## config.mk

```make
export PLATFORM = sky130hd
export DESIGN_NAME = snake_game_ctrl
export DESIGN_NICKNAME = d
export VERILOG_FILES = /design/src/rtl/snake_pkg.sv /design/src/rtl/snake_target_lfsr.sv /design/src/rtl/snake_game_ctrl.sv
export SDC_FILE = /design/constraint.sdc
export NUM_CORES = 1
export LEC_CHECK = 0
export BUFFER_PORTS_ARGS = -buffer_cell sky130_fd_sc_hd__buf_2
export CAP_MARGIN = 15
export CELL_PAD_IN_SITES_DETAIL_PLACEMENT = 0
export CELL_PAD_IN_SITES_GLOBAL_PLACEMENT = 1
export CORE_MARGIN = 2
export CORE_UTILIZATION = 40
export DETAILED_ROUTE_END_ITERATION = 8
export PLACE_DENSITY = 0.82
export SYNTH_ARGS = -nofsm -noshare
export SYNTH_HDL_FRONTEND = slang
export SYNTH_SLANG_ARGS = --single-unit
```

## constraint.sdc

```tcl
create_clock -name CLK -period 2.2 [get_ports CLK]
set_clock_uncertainty 0.15 [all_clocks]
set_input_delay 0.22 -clock CLK [delete_from_list [all_inputs] [get_ports CLK]]
set_output_delay 0.22 -clock CLK [all_outputs]
set_load 0.01 [all_outputs]
```

## src/rtl/snake_pkg.sv

```systemverilog
// Shared encodings and playfield limits for the snake game controller.
package snake_pkg;

   typedef enum logic [1:0] {
      ST_IDLE = 2'b00,
      ST_PLAY = 2'b01,
      ST_WIN  = 2'b10,
      ST_ILL  = 2'b11
   } state_t;

   typedef enum logic [1:0] {
      DIR_UP    = 2'b00,
      DIR_RIGHT = 2'b01,
      DIR_DOWN  = 2'b10,
      DIR_LEFT  = 2'b11
   } dir_t;

   localparam int MAX_X = 159;
   localparam int MAX_Y = 119;

   // Up<->down and left<->right differ only in the MSB of the encoding.
   function automatic dir_t opposite(input dir_t d);
      return dir_t'(d ^ 2'b10);
   endfunction

endpackage

```

## src/rtl/snake_target_lfsr.sv

```systemverilog
// Free-running H/V LFSRs with folding of their values into the 160x120 playfield.
module snake_target_lfsr
   import snake_pkg::*;
#(
   parameter logic [7:0] SEED_H = 8'hA5,
   parameter logic [6:0] SEED_V = 7'h5A
) (
   input  logic       CLK,
   input  logic       RESET,
   output logic [7:0] o_target_h,
   output logic [6:0] o_target_v
);

   logic [7:0] r_lfsr_h;
   logic [6:0] r_lfsr_v;
   logic       w_fb_h;
   logic       w_fb_v;

   // Taps: x^8+x^6+x^5+x^4+1 and x^7+x^6+1.
   assign w_fb_h = r_lfsr_h[7] ^ r_lfsr_h[5] ^ r_lfsr_h[4] ^ r_lfsr_h[3];
   assign w_fb_v = r_lfsr_v[6] ^ r_lfsr_v[5];

   always_ff @(posedge CLK or negedge RESET) begin
      if (!RESET) begin
         r_lfsr_h <= SEED_H;
         r_lfsr_v <= SEED_V;
      end else begin
         r_lfsr_h <= {r_lfsr_h[6:0], w_fb_h};
         r_lfsr_v <= {r_lfsr_v[5:0], w_fb_v};
      end
   end

   assign o_target_h = (r_lfsr_h > 8'(MAX_X)) ? r_lfsr_h - 8'd96 : r_lfsr_h;
   assign o_target_v = (r_lfsr_v > 7'(MAX_Y)) ? r_lfsr_v - 7'd64 : r_lfsr_v;

endmodule

```

## src/rtl/snake_game_ctrl.sv

```systemverilog
// Snake game sequencer: state, direction arbitration, score and food placement.
// Optional SNAKE_NO_REVERSE_EN discards direction edges that reverse the snake.
module snake_game_ctrl
   import snake_pkg::*;
#(
   parameter int         SCORE_MAX = 10,
   parameter logic [7:0] SEED_H    = 8'hA5,
   parameter logic [6:0] SEED_V    = 7'h5A
) (
   input  logic       CLK,
   input  logic       RESET,
   input  logic       BTNU,
   input  logic       BTNR,
   input  logic       BTND,
   input  logic       BTNL,
   input  logic       BTNC,
   input  logic       REACHED,
   output logic [1:0] M_STATE,
   output logic [1:0] DIR,
   output logic [7:0] TARGET_H,
   output logic [6:0] TARGET_V,
   output logic [7:0] SCORE,
   output logic       SNAKE_RST
);

   state_t     r_state;
   dir_t       r_dir;
   logic [7:0] r_tgt_h;
   logic [6:0] r_tgt_v;
   logic [7:0] r_score;
   logic       r_snake_rst;
   logic [4:0] r_btn;

   logic [4:0] w_btn;
   logic [4:0] w_edge;
   logic [7:0] w_fold_h;
   logic [6:0] w_fold_v;
   logic       w_dir_vld;
   dir_t       w_dir_new;

   snake_target_lfsr #(.SEED_H(SEED_H), .SEED_V(SEED_V)) u_lfsr (
      .CLK        (CLK),
      .RESET      (RESET),
      .o_target_h (w_fold_h),
      .o_target_v (w_fold_v)
   );

   // Bit index of each direction button equals its DIR encoding.
   assign w_btn  = {BTNC, BTNL, BTND, BTNR, BTNU};
   assign w_edge = w_btn & ~r_btn;

   // Scan lowest priority first so the highest-priority accepted edge wins.
   always_comb begin
      w_dir_vld = 1'b0;
      w_dir_new = r_dir;
      for (int i = 3; i >= 0; i--) begin
`ifdef SNAKE_NO_REVERSE_EN
         if (w_edge[i] && (dir_t'(2'(i)) != opposite(r_dir))) begin
`else
         if (w_edge[i]) begin
`endif
            w_dir_vld = 1'b1;
            w_dir_new = dir_t'(2'(i));
         end
      end
   end

   always_ff @(posedge CLK or negedge RESET) begin
      if (!RESET) begin
         r_state     <= ST_IDLE;
         r_dir       <= DIR_UP;
         r_tgt_h     <= '0;
         r_tgt_v     <= '0;
         r_score     <= '0;
         r_snake_rst <= 1'b0;
         r_btn       <= '0;
      end else begin
         r_btn       <= w_btn;
         r_snake_rst <= 1'b0;
         case (r_state)
            ST_IDLE: begin
               if (w_edge[4]) begin
                  r_state     <= ST_PLAY;
                  r_score     <= '0;
                  r_dir       <= DIR_UP;
                  r_snake_rst <= 1'b1;
                  r_tgt_h     <= w_fold_h;
                  r_tgt_v     <= w_fold_v;
               end
            end
            ST_PLAY: begin
               if (w_dir_vld) r_dir <= w_dir_new;
               if (REACHED) begin
                  r_score <= r_score + 8'd1;
                  r_tgt_h <= w_fold_h;
                  r_tgt_v <= w_fold_v;
                  if (r_score + 8'd1 == 8'(SCORE_MAX)) r_state <= ST_WIN;
               end
            end
            ST_WIN: begin
               if (w_edge[4]) r_state <= ST_IDLE;
            end
            default: r_state <= ST_IDLE;
         endcase
      end
   end

   assign M_STATE   = r_state;
   assign DIR       = r_dir;
   assign TARGET_H  = r_tgt_h;
   assign TARGET_V  = r_tgt_v;
   assign SCORE     = r_score;
   assign SNAKE_RST = r_snake_rst;

endmodule

```

Word-level counts from Yosys, hierarchy flattened:

Cells that the tools add are included.

* equality and inequality tests: 9
* bitwise operators: 6
* reductions and logical operators: 5
* magnitude comparators: 2
* $add $sub $neg: 3
* muxes and demuxes: 28

Operators by type and width (count)
* two-way mux 8 bit: 5
* case mux 8 bit (2 select lines): 2
* two-way mux 7 bit: 3
* two-way mux 2 bit: 9
* case mux 7 bit (2 select lines): 1
* inequality test 2 bit, second input constant: 5
* adder 8 x 1 -> 8 bit, second input constant: 1
* == test 8 x 4 -> 1 bit, second input constant: 1
* greater-than comparator 8 bit, second input constant: 1
* AND reduction 4 bit: 2
* subtractor 8 x 7 -> 8 bit, second input constant: 1
* greater-than comparator 7 bit, second input constant: 1
* subtractor 7 bit, second input constant: 1
* two-way mux 1 bit: 6
* case mux 2 bit (3 select lines): 1
* AND 5 bit: 1
* inequality test 5 bit, second input constant: 1
* inverter 5 bit: 1
* case mux 2 bit (2 select lines): 1
* XOR 1 bit: 4
* AND reduction 3 bit: 1
* == test 2 x 1 -> 1 bit, second input constant: 1
* == test 2 bit, second input constant: 1
* logical NOT 2 bit: 1
* nonzero test 2 bit: 1

* register bits after elaboration: 48
* logic and storage cells: 62
* output and inout bits: 28
* input bits: 8

Depth between registers and ports, before layout:

Gate-level depths: netlist of the first run.

* depth in word-level cells: 8
* depth in mapped cells: 6
* mapped depth without buffers: 5

Cells and area by module:

A second synthesis of the first run with hierarchy kept.

* cells, all modules: 158
* area, all modules: 2078.2 µm²

Modules (own cells, without submodules)
* snake_game_ctrl: cells each 114, area an instance 1481.4 µm², instances 1
* snake_target_lfsr: cells each 44, area an instance 596.8 µm², instances 1

Worst setup path after synthesis of the first run:

No wires, ideal clock.

* kind: flip-flop to flip-flop
* start point: register r_score[0] (netlist: SCORE[0])
* end point: register r_state[0] (netlist: M_STATE[0])
* cell stages (with the launch flop): 7
* arrival time: 1.556 ns
* data required time: 1.926 ns
* path slack: 0.370 ns
* path buffers: 1
* setup time: 0.124 ns
* cells stage by stage: dfrtp_1 ha_1 clkbuf_1 nand2_1 nor4_1 nor3_1 o31a_1

* longest elaborated chain between the ends: 4

RTL lines
* start, declared: RTL line snake_game_ctrl.sv:30 `logic [7:0] r_score;`
* start signal, assigned: RTL line snake_game_ctrl.sv:94 `r_score <= r_score + 8'd1;`
* adder 8 x 1 -> 8 bit: RTL line snake_game_ctrl.sv:97 `if (r_score + 8'd1 == 8'(SCORE_MAX)) r_state <= ST_WIN;`
* == test 8 x 4 -> 1 bit: RTL line snake_game_ctrl.sv:97
* inequality test 2 bit (no line)
* AND reduction 4 bit (no line)
* end signal, assigned: RTL line snake_game_ctrl.sv:97
* end signal, assigned: RTL line snake_game_ctrl.sv:101 `if (w_edge[4]) r_state <= ST_IDLE;`
* end signal, assigned: RTL line snake_game_ctrl.sv:103 `default: r_state <= ST_IDLE;`
* end, declared: RTL line snake_game_ctrl.sv:26 `state_t r_state;`

No other way between the ends.
A chain may end at the register's enable or synchronous reset.

Worst setup path after layout of the first run:

* start point: register r_score[0] (netlist: SCORE[0])
* end point: register r_state[1] (netlist: M_STATE[1])

The elaborated chain is that of the path after synthesis.

==> key figures, run 1 <==
Timing
  • Worst hold slack: 93.60 ps
  • Max Slew Vio Count: 0
  • Max-slew headroom: 0.7107
  • Finish-stage setup viols: 0
  • Final hold violations: 0
  • Unrepaired setup endpoints after global routing: false
  • Fin crit share: 0.8818
  • Achievable frequency: 515.4 MHz
  • Minimum clock period: 1940 ps
  • Actual slew at the worst max-slew pin: approximately 430 ps
  • Setup TNS Final: 0 ps

Floorplan
  • Num rows: 25
  • Core area: 0.004723 mm2
  • Top Ports: 36
  • Die Wd: 74.08 um
  • Die Area: around 0.0055 mm2
  • Die height: ~74 um
  • Starting Density: 0.4159

Route
  • Routed WL per cell: 13.26 um
  • DRT Pass-1 Iters: 5
  • DR vias: 1351
  • Wirelength, routed: 3608 um
  • First DRT Iteration DRCs: 45
  • Routed Antenna Nets: 0
  • Via-per-instance ratio: 4.967
  • DR DRC count: 0

Run status
  • Status: finished clean

Critical path
  • Worst Path Required: 2220 ps
  • R2R setup slack: 260 ps
  • CP startpoint kind: flop
  • CP arrival: between 1500 and 2000 ps
  • Delay of the slowest critical-path stage: 460 ps
  • Crit path kind: flop to flop
  • Maximum net fanout on the critical path: 9
  • Cells along the critical path: ha_1, nor4_1, nor3_1, o41ai_1
  • CP Capture Type: flop
  • Slowest-stage cell, CP: dfrtp_1

Synthesis
  • Post-synthesis xor/xnor area fraction: 0.01338
  • Post-Syn Area: between 0.0015 and 0.002 mm2
  • Main synth FF type: dfrtp_1
  • Register area share after synthesis: 0.6166
  • Yosys reg bits: 48
  • Unique masters post-synth: 37
  • Syn Area/Cell: 12.43 um2
  • Synth Area in Adders: 0.02548
  • Post-synthesis mux area share: 0.07452
  • Area share of the largest cell type after synthesis: 0.5096
  • Post-Syn Instances: 158
  • Simple-Gate Fraction of Synth Area: 0.1344
  • Synth area leader: dfrtp_1
  • Synth area leaders: dfrtp_1 51%, dfstp_2 11%, mux2_2 7.5%
  • Compound-cell area share of the yosys netlist: 0.1076
  • Synth Warn #: 0
  • Syn_nets: 170
  • Main combinational cell family by area after synthesis: simple AND/OR/NAND/NOR gates
  • Asr flop ratio synth: 1.000
  • Post-synth EDFFs: 0

GRT
  • Vias in the first global route: around 1300
  • Global-route usage over all layers: 0.1486
  • Global-route wire length before repair: 6113 um
  • Gr ovfl total: 0
  • Largest net degree at the start of global routing: 19
  • Initial antenna violation count: 0

Clock tree
  • Max clock buf depth: 2
  • Clk sink count: 48
  • Inserted Clock Buffers: 5
  • Clock insertion delay at the later pin of the skew report: 290 ps
  • CTS tree: built
  • Clock slew at reported path FFs: 90 ps
  • H-tree depth: 2
  • CTS Root Cell: clkbuf_8

Power
  • Pwr Density: 847.0 mW/mm2
  • P_leak: roughly 1.2 nW
  • Max IR drop VDD: 376.2 uV

Placement
  • Placer congestion estimate: 0.8840
  • # port buffers: 35
  • Placed Area: ~0.0022 mm2
  • HPWL Detailed: 2497 um

Finish
  • Area delta synth->final: 21.21%
  • Antenna cell count: 0
  • Final instance area: 0.002381 mm2
  • Total Nets Final: 216
  • Share of cells above drive strength 1: 0.3415

Hold path
  • HP Class: primary input to flop

Job
  • Max_cap viols: 0
[area by class of cell]
| type | instances | area (um2) |
|---|---|---|
| Timing Repair Buffer | 46 | 272.8 |
| Inverter | 5 | 18.77 |
| Sequential cell | 48 | 1211 |
| Fill cell | 434 | 2342 |
| Tap cell | 67 | 83.83 |
| Multi-Input combinational cell | 98 | 700.7 |
| Clock inverter | 1 | 7.507 |
| Clock buffer | 7 | 86.33 |
[metrics by stage]
stage / power [mW] / setup slack, ps / util / std cells
floorplan: 1.344 / 370.2 / - / 158
CTS: 2.057 / 250.8 / 0.5041 / 272
detailed placement: 1.502 / 277.9 / 0.4715 / 258
finish: 2.017 / 259.9 / 0.5041 / 272
global route: 2.151 / 8.102 / 0.5041 / 272
global placement: 1.497 / 407.1 / 0.4715 / 258
[power breakdown]
part	leakage [nW]	internal [mW]	switching (mW)
clock network	0.0445	0.255	0.275
registers	0.615	0.947	0.0881
logic	0.498	0.203	0.249
total	1.16	1.41	0.612
[worst max-delay path: cells and delay by family, from the launching register on]
family / cells / cell delay [ps]
flip-flops: 1 / 460
adder cells (fa/ha/maj): 1 / 330
AO/OA/AOI/OAI: 1 / 400
AND/OR/NAND/NOR: 2 / 470
[kinds of logic (layout without fill, tap and decap cells)]
group	count (synthesis)	after routing
compound gates	33	33
fa+ha+maj	4	4
flops	48	48
xor+xnor	3	3
mux	13	13
buf+inv	12	59
simple gates	45	45
[registers in the layout (all words and copies together), names as in the netlist]
name and flops:
TARGET_V 7, SCORE 8, u_lfsr.r_lfsr_v 7, TARGET_H 8, r_btn 5, SNAKE_RST 1
DIR 2, u_lfsr.r_lfsr_h 8, M_STATE 2
[synthesized netlist by cell type (2+ instances only)]
cell type and n:
nor3_1 3, nand3_1 7, nand2b_1 4, dfstp_2 8, xnor2_1 2, or2b_1 2
nor3b_1 2, inv_1 5, o31ai_1 4, buf_2 2, clkbuf_1 4, mux2_2 13
o21ai_0 14, nor2_1 4, nor4_1 2, a21oi_1 2, ha_1 4, and3_1 2
nand2_1 10, o41ai_1 3, a31oi_1 3, dfrtp_1 40, nor2b_1 4
[timing repair]
item                                   CTS  global route
gates resized for setup                  0             0
endpoints found under the hold margin   19             0
setup buffers                            0             0
hold buffers                             6             0
setup endpoints to repair                0             0
[placed cells by master (no fill, tap or decap), types with 2 or more instances in the layout]
master and count:
a21oi_1 2, buf_2 35, dfrtp_1 40, nand3_1 7, nor4_1 2, o31ai_1 4
o41ai_1 3, a31oi_1 3, or2b_1 2, nand2b_1 4, nand2_1 10, nor2b_1 3
inv_1 5, buf_4 5, nor3_1 3, xnor2_1 2, o21ai_0 14, clkbuf_8 6
nor2_1 4, and3_1 2, mux2_2 13, dfstp_2 8, dlygate4sd3_1 6, ha_1 4
nor3b_1 2
[worst paths after layout]
path	start	end	cells past startpoint
hold reg to reg	u_lfsr.r_lfsr_v[3]	u_lfsr.r_lfsr_v[4]	0
max in group asynchronous	RESET	u_lfsr.r_lfsr_v[6]	3
hold / removal	REACHED	M_STATE[1]	3
setup reg to reg	SCORE[0]	M_STATE[1]	4
min in group asynchronous	RESET	TARGET_H[7]	2
setup / recovery	SCORE[0]	M_STATE[1]	4
[layer usage]
| metal | part of all wire | track usage | wire length, um |
|---|---|---|---|
| met3 | 0.056 | 0.05149 | 202 |
| met2 | 0.45 | 0.2113 | 1608 |
| met1 | 0.49 | 0.2086 | 1774 |
| met4 | 0.0061 | 0.06061 | 22 |
| met5 | 0 | 0 | 0 |
Power figures use the tool's default switching activity.
==> inputs of run 2 (changes only) <==
CTS_BUF_LIST = sky130_fd_sc_hd__clkbuf_8   (was not set)
MAX_ROUTING_LAYER = met4   (was not set)
clock period = 1.9 ns   (was 2.2 ns; I/O delays follow)
==> key figures, run 2 (synthesized netlist as in run 1, its figures left out) <==
Floorplan
  • Die Area: 0.005488 mm2 (unchanged)
  • Die Wd: 74.08 um (unchanged)
  • Die height: 74.08 um (unchanged)
  • Starting Density: 0.4159 (unchanged)
  • Top Ports: 36 (unchanged)
  • Num rows: 25 (unchanged)
  • Core area: 0.004723 mm2 (unchanged)

Power
  • Overall Power: 2.559 mW (+27%)
  • Max IR drop VDD: 634.1 uV (+69%)
  • P_leak: 1.196 nW (+3.3%)
  • Pwr Density: 1045 mW/mm2 (+23%)

GRT
  • Global-route usage over all layers: 0.1587 (+0.01010)
  • Global-route wire length before repair: 6389 um (+4.5%)
  • Gr ovfl total: 0 (unchanged)
  • Vias in the first global route: 1367 (+5.6%)
  • Initial antenna violation count: 0 (unchanged)
  • Largest net degree at the start of global routing: 49 (+30)

Timing
  • Max Slew Vio Count: 0 (unchanged)
  • Finish-stage setup viols: 0 (unchanged)
  • Minimum clock period: 1791 ps
  • Setup TNS Final: 0 ps (unchanged)
  • Actual slew at the worst max-slew pin: 596.1 ps (+167.7 ps)
  • Worst hold slack: 63.47 ps (-30.14 ps)
  • Setup ws final: 108.5 ps (-151.4 ps)
  • Final hold violations: 0 (unchanged)
  • Max-slew headroom: 0.6026 (-0.1081)
  • Achievable frequency: around 560 MHz
  • Fin crit share: 0.9429
  • Unrepaired setup endpoints after global routing: false

Job
  • Max_cap viols: 0 (unchanged)

Route
  • Routed WL per cell: 13.64 um (+2.8%)
  • Routed Antenna Nets: 0 (unchanged)
  • Wirelength, routed: 3750 um (+3.9%)
  • First DRT Iteration DRCs: 75 (+67%)
  • Via-per-instance ratio: 4.985 (+0.37%)
  • DRT Pass-1 Iters: 4 (-1)
  • DR vias: 1371 (+1.5%)
  • DR DRC count: 0 (unchanged)

Finish
  • Share of cells above drive strength 1: 0.3750 (+0.03354)
  • FILL cells: 402 (-7.4%)
  • Commonest non-fill, non-tap cell in the layout: dfrtp_1
  • Area delta synth->final: 24.65%
  • Finished Core Util: 0.5184 (+0.01430)
  • Most frequent cells in the layout: 38 x dfrtp_1, 35 x buf_2, 14 x o21ai_0
  • Register area: 0.001214 mm2 (+0.21%)
  • Antenna cell count: 0 (unchanged)
  • Area of the multi-input gates: 710.7 um2 (+1.4%)
  • Total Nets Final: 219 (+1.4%)

Critical path
  • Cells along the critical path: dlygate4sd3_1, buf_2, inv_1, o21ai_0, o41ai_2, mux2_2
  • Delay of the slowest critical-path stage: 520 ps (+60 ps)
  • CP startpoint kind: primary input
  • Maximum net fanout on the critical path: 3 (-6)
  • Crit path kind: primary input to flop
  • CP Capture Type: flop
  • Worst Path Required: 1940 ps (-280 ps)
  • CP arrival: 1830 ps (-130 ps)
  • Slowest-stage cell, CP: dlygate4sd3_1

Placement
  • # port buffers: 35 (unchanged)
  • HPWL Detailed: 2558 um (+2.5%)
  • Placer congestion estimate: 0.8715 (-1.4%)
  • Worst slack, placed: 158.7 ps (-119.2 ps)

Clock tree
  • Clk sink count: 48 (unchanged)
  • Clock slew at reported path FFs: 80 ps (about the same)
  • Postcts setup bufs: 0 (unchanged)
  • CTS Root Cell: clkbuf_8
  • H-tree depth: 2 (unchanged)
  • CTS tree: built
  • Clock insertion delay at the later pin of the skew report: 290 ps (about the same)
  • Inserted Clock Buffers: 5 (unchanged)
  • Max clock buf depth: 2 (unchanged)

Hold path
  • HP Class: primary input to flop

Run status
  • Status: finished clean
-- run 2: power breakdown --
group	total, mW	internal (mW)	leakage, nW	switching [mW]
sequential	1.18	1.10	0.613	0.0783
combinational	0.593	0.262	0.519	0.331
clock	0.786	0.464	0.0645	0.322
-- run 2: final timing paths --
path                                          from                  to  slack, ps  cells after the start
worst min-delay path                       REACHED          M_STATE[1]         60                      3
min in group asynchronous                    RESET            SCORE[2]        360                      3
worst max-delay path                          BTNU              DIR[1]        110                      6
worst min register to register  u_lfsr.r_lfsr_v[3]  u_lfsr.r_lfsr_v[4]        230                      0
max in group asynchronous                    RESET            SCORE[1]        810                      3
worst max register to register          M_STATE[0]         TARGET_H[3]        150                      4
-- run 2: repair_timing --
action | 4_1_cts | 5_1_grt
hold endpoints to repair | 45 | 0
gates resized for setup | 0 | 4
hold buffers | 6 | 0
setup endpoints to repair | 0 | 4
-- run 2: cell type report --
| cell class | instances | area share |
|---|---|---|
| Clock buffer | 7 | 0.03935 |
| Clock inverter | 1 | 0.01226 |
| Inverter | 5 | 0.007665 |
| Multi-Input combinational cell | 98 | 0.2902 |
| Sequential cell | 48 | 0.4957 |
| Tap cell | 67 | 0.03424 |
| Timing Repair Buffer | 49 | 0.1206 |
-- run 2: critical path: cells and delay by family --
family                 cells  cell delay, ps
AOI/OAI and AO/OA          2             550
buffers and inverters      3             710
muxes                      1             370
-- run 2: stage by stage --
| step | cell area, um2 | std cells |
|---|---|---|
| after floorplan | 1964 | 158 |
| after global placement | 2250 | 261 |
| after detailed placement | 2250 | 261 |
| after CTS | 2436 | 275 |
| after global routing | 2449 | 275 |
| final | 2449 | 275 |
-- run 2: layer usage --
metal | track usage | routed length, um | share of wire | vias up
met5 | - | 0 | 0 | -
met4 | 0.05657 | 42 | 0.011 | 0
met3 | 0.04743 | 216 | 0.058 | 4
li1 | - | - | - | 664
met2 | 0.2292 | 1705 | 0.45 | 39
met1 | 0.2128 | 1786 | 0.48 | 664
==> inputs of run 3 (changes only) <==
RECOVER_POWER = 50   (was not set)
==> key figures, run 3 (synthesized netlist as in run 1, its figures left out) <==
Critical path
  • Maximum net fanout on the critical path: 3 (unchanged)
  • Crit. Startpoint: BTNU
  • CP arrival: 1830 ps (about the same)
  • Slowest-stage cell, CP: dlygate4sd3_1
  • Delay of the slowest critical-path stage: 530 ps (about the same)
  • Crit Reg-Reg Startpoint: M_STATE[0]
  • Worst path top cell family by delay: buffers and inverters
  • Worst Path Required: 1940 ps (about the same)
  • Crit path kind: primary input to flop
  • WP buf/inv: 3 (unchanged)
  • CP startpoint kind: primary input
  • CP Capture Type: flop
  • Cells along the critical path: dlygate4sd3_1, clkbuf_1, inv_1, o21ai_0, o41ai_2, mux2_2

Power
  • Pwr Density: 1054 mW/mm2 (+0.83%)
  • P_leak: 1.131 nW (-5.4%)
  • Max IR drop VDD: 635.1 uV (+0.16%)
  • Overall Power: 2.558 mW (about the same)

Floorplan
  • Top Ports: 36 (unchanged)
  • Starting Density: 0.4159 (unchanged)
  • Die height: 74.08 um (unchanged)
  • Num rows: 25 (unchanged)
  • Core area: 0.004723 mm2 (unchanged)
  • Die Area: 0.005488 mm2 (unchanged)
  • Die Wd: 74.08 um (unchanged)

Timing
  • Max-slew headroom: 0.6038 (+0.001165)
  • Setup ws final: 102.7 ps (-5.836 ps)
  • Actual slew at the worst max-slew pin: 594.4 ps (-1.747 ps)
  • Unrepaired setup endpoints after global routing: false
  • Minimum clock period: 1797 ps (+5.836 ps)
  • Finish-stage setup viols: 0 (unchanged)
  • Setup TNS Final: 0 ps (unchanged)
  • Achievable frequency: 556.4 MHz (-0.32%)
  • Max Slew Vio Count: 0 (unchanged)
  • Final hold violations: 0 (unchanged)
  • Fin crit share: 0.9460 (+0.003072)

Clock tree
  • H-tree depth: 2 (unchanged)
  • CTS Root Cell: clkbuf_8
  • Max clock buf depth: 2 (unchanged)
  • CTS tree: built
  • Clock slew at reported path FFs: 80 ps (about the same)
  • Clock insertion delay at the later pin of the skew report: 290 ps (about the same)
  • Clk sink count: 48 (unchanged)
  • Inserted Clock Buffers: 5 (unchanged)

Finish
  • Share of cells above drive strength 1: 0.2644 (-0.1106)
  • Commonest non-fill, non-tap cell in the layout: dfrtp_1
  • Area delta synth->final: 23.57%
  • Most frequent cells in the layout: 38 x dfrtp_1, 18 x buf_2, 17 x clkbuf_1
  • Antenna cell count: 0 (unchanged)
  • Post-Layout Cell Count: 275 (unchanged)
  • FILL cells: 417 (+3.7%)
  • Total Nets Final: 219 (unchanged)
  • Finished Core Util: 0.5139 (-0.004504)

GRT
  • Global-route wire length before repair: 6389 um (unchanged)
  • Initial antenna violation count: 0 (unchanged)
  • Gr ovfl total: 0 (unchanged)
  • Vias in the first global route: 1367 (unchanged)
  • Global-route usage over all layers: 0.1587 (unchanged)
  • Largest net degree at the start of global routing: 49 (unchanged)

Placement
  • Placer congestion estimate: 0.8715 (unchanged)
  • HPWL Detailed: 2558 um (unchanged)
  • Worst slack, placed: 158.7 ps (unchanged)
  • # port buffers: 35 (unchanged)
  • Placed cell count: 261 (unchanged)

Route
  • Routed Antenna Nets: 0 (unchanged)
  • Routed WL per cell: 13.74 um (+0.75%)
  • Wirelength, routed: 3778 um (+0.75%)
  • DRT Pass-1 Iters: 4 (unchanged)
  • DR DRC count: 0 (unchanged)
  • DR vias: 1375 (+0.29%)
  • First DRT Iteration DRCs: 92 (+23%)
  • Via-per-instance ratio: 5.000 (+0.29%)

Run status
  • Status: finished clean

Hold path
  • HP Class: primary input to flop
  • HP Start: REACHED

Job
  • Max_cap viols: 0 (unchanged)
==> run 3: repair_timing <==
item	CTS	global route
hold buffers	6	0
buffers inserted	0	0
hold endpoints to repair	45	0
resized for setup	0	4
endpoints found under the setup margin	0	4
==> run 3: metal layers <==
layer | wire length (um) | GRT usage | part of all wire
met5 | 0 | - | 0
met1 | 1831 | 0.2128 | 0.48
met3 | 198 | 0.04743 | 0.052
met2 | 1706 | 0.2292 | 0.45
met4 | 41 | 0.05657 | 0.011
==> run 3: final timing paths <==
check,to,slack (ps),depth (start not counted)
max,DIR[1],100,6
min,M_STATE[1],60,3
max reg2reg,TARGET_H[3],150,4
max in group asynchronous,SCORE[0],810,3
min reg2reg,u_lfsr.r_lfsr_h[2],240,0
min in group asynchronous,SCORE[2],360,3
==> run 3: power by group <==
part	internal, mW	switching (mW)
logic	0.258	0.334
clock network	0.464	0.323
registers	1.10	0.0787
total	1.82	0.736
==> run 3: worst register-to-register path: stages, from the launching register on <==
cell,delay (ps)
dfrtp_1,450
nor4b_4,400
nor2b_2,90
buf_4,240
mux2_2,300
==> run 3: through the flow <==
stage / instance area [um2] / hold WS [ps]
finish: 2427 / 61.80
floorplan: 1964 / -255.6
global route: 2427 / 75.92
global placement: 2250 / 160.1
detailed placement: 2250 / 163.7
CTS: 2436 / 38.34
==> run 3: final cells by class <==
class | instances | area, um2 | area share
clock buffer | 7 | 96.34 | 0.03969
clock inverter | 1 | 30.03 | 0.01237
inverter | 5 | 18.77 | 0.007732
multi-input combinational | 98 | 710.7 | 0.2928
sequential | 48 | 1214 | 0.5000
tap | 67 | 83.83 | 0.03454
timing repair buffer | 49 | 274.0 | 0.1129
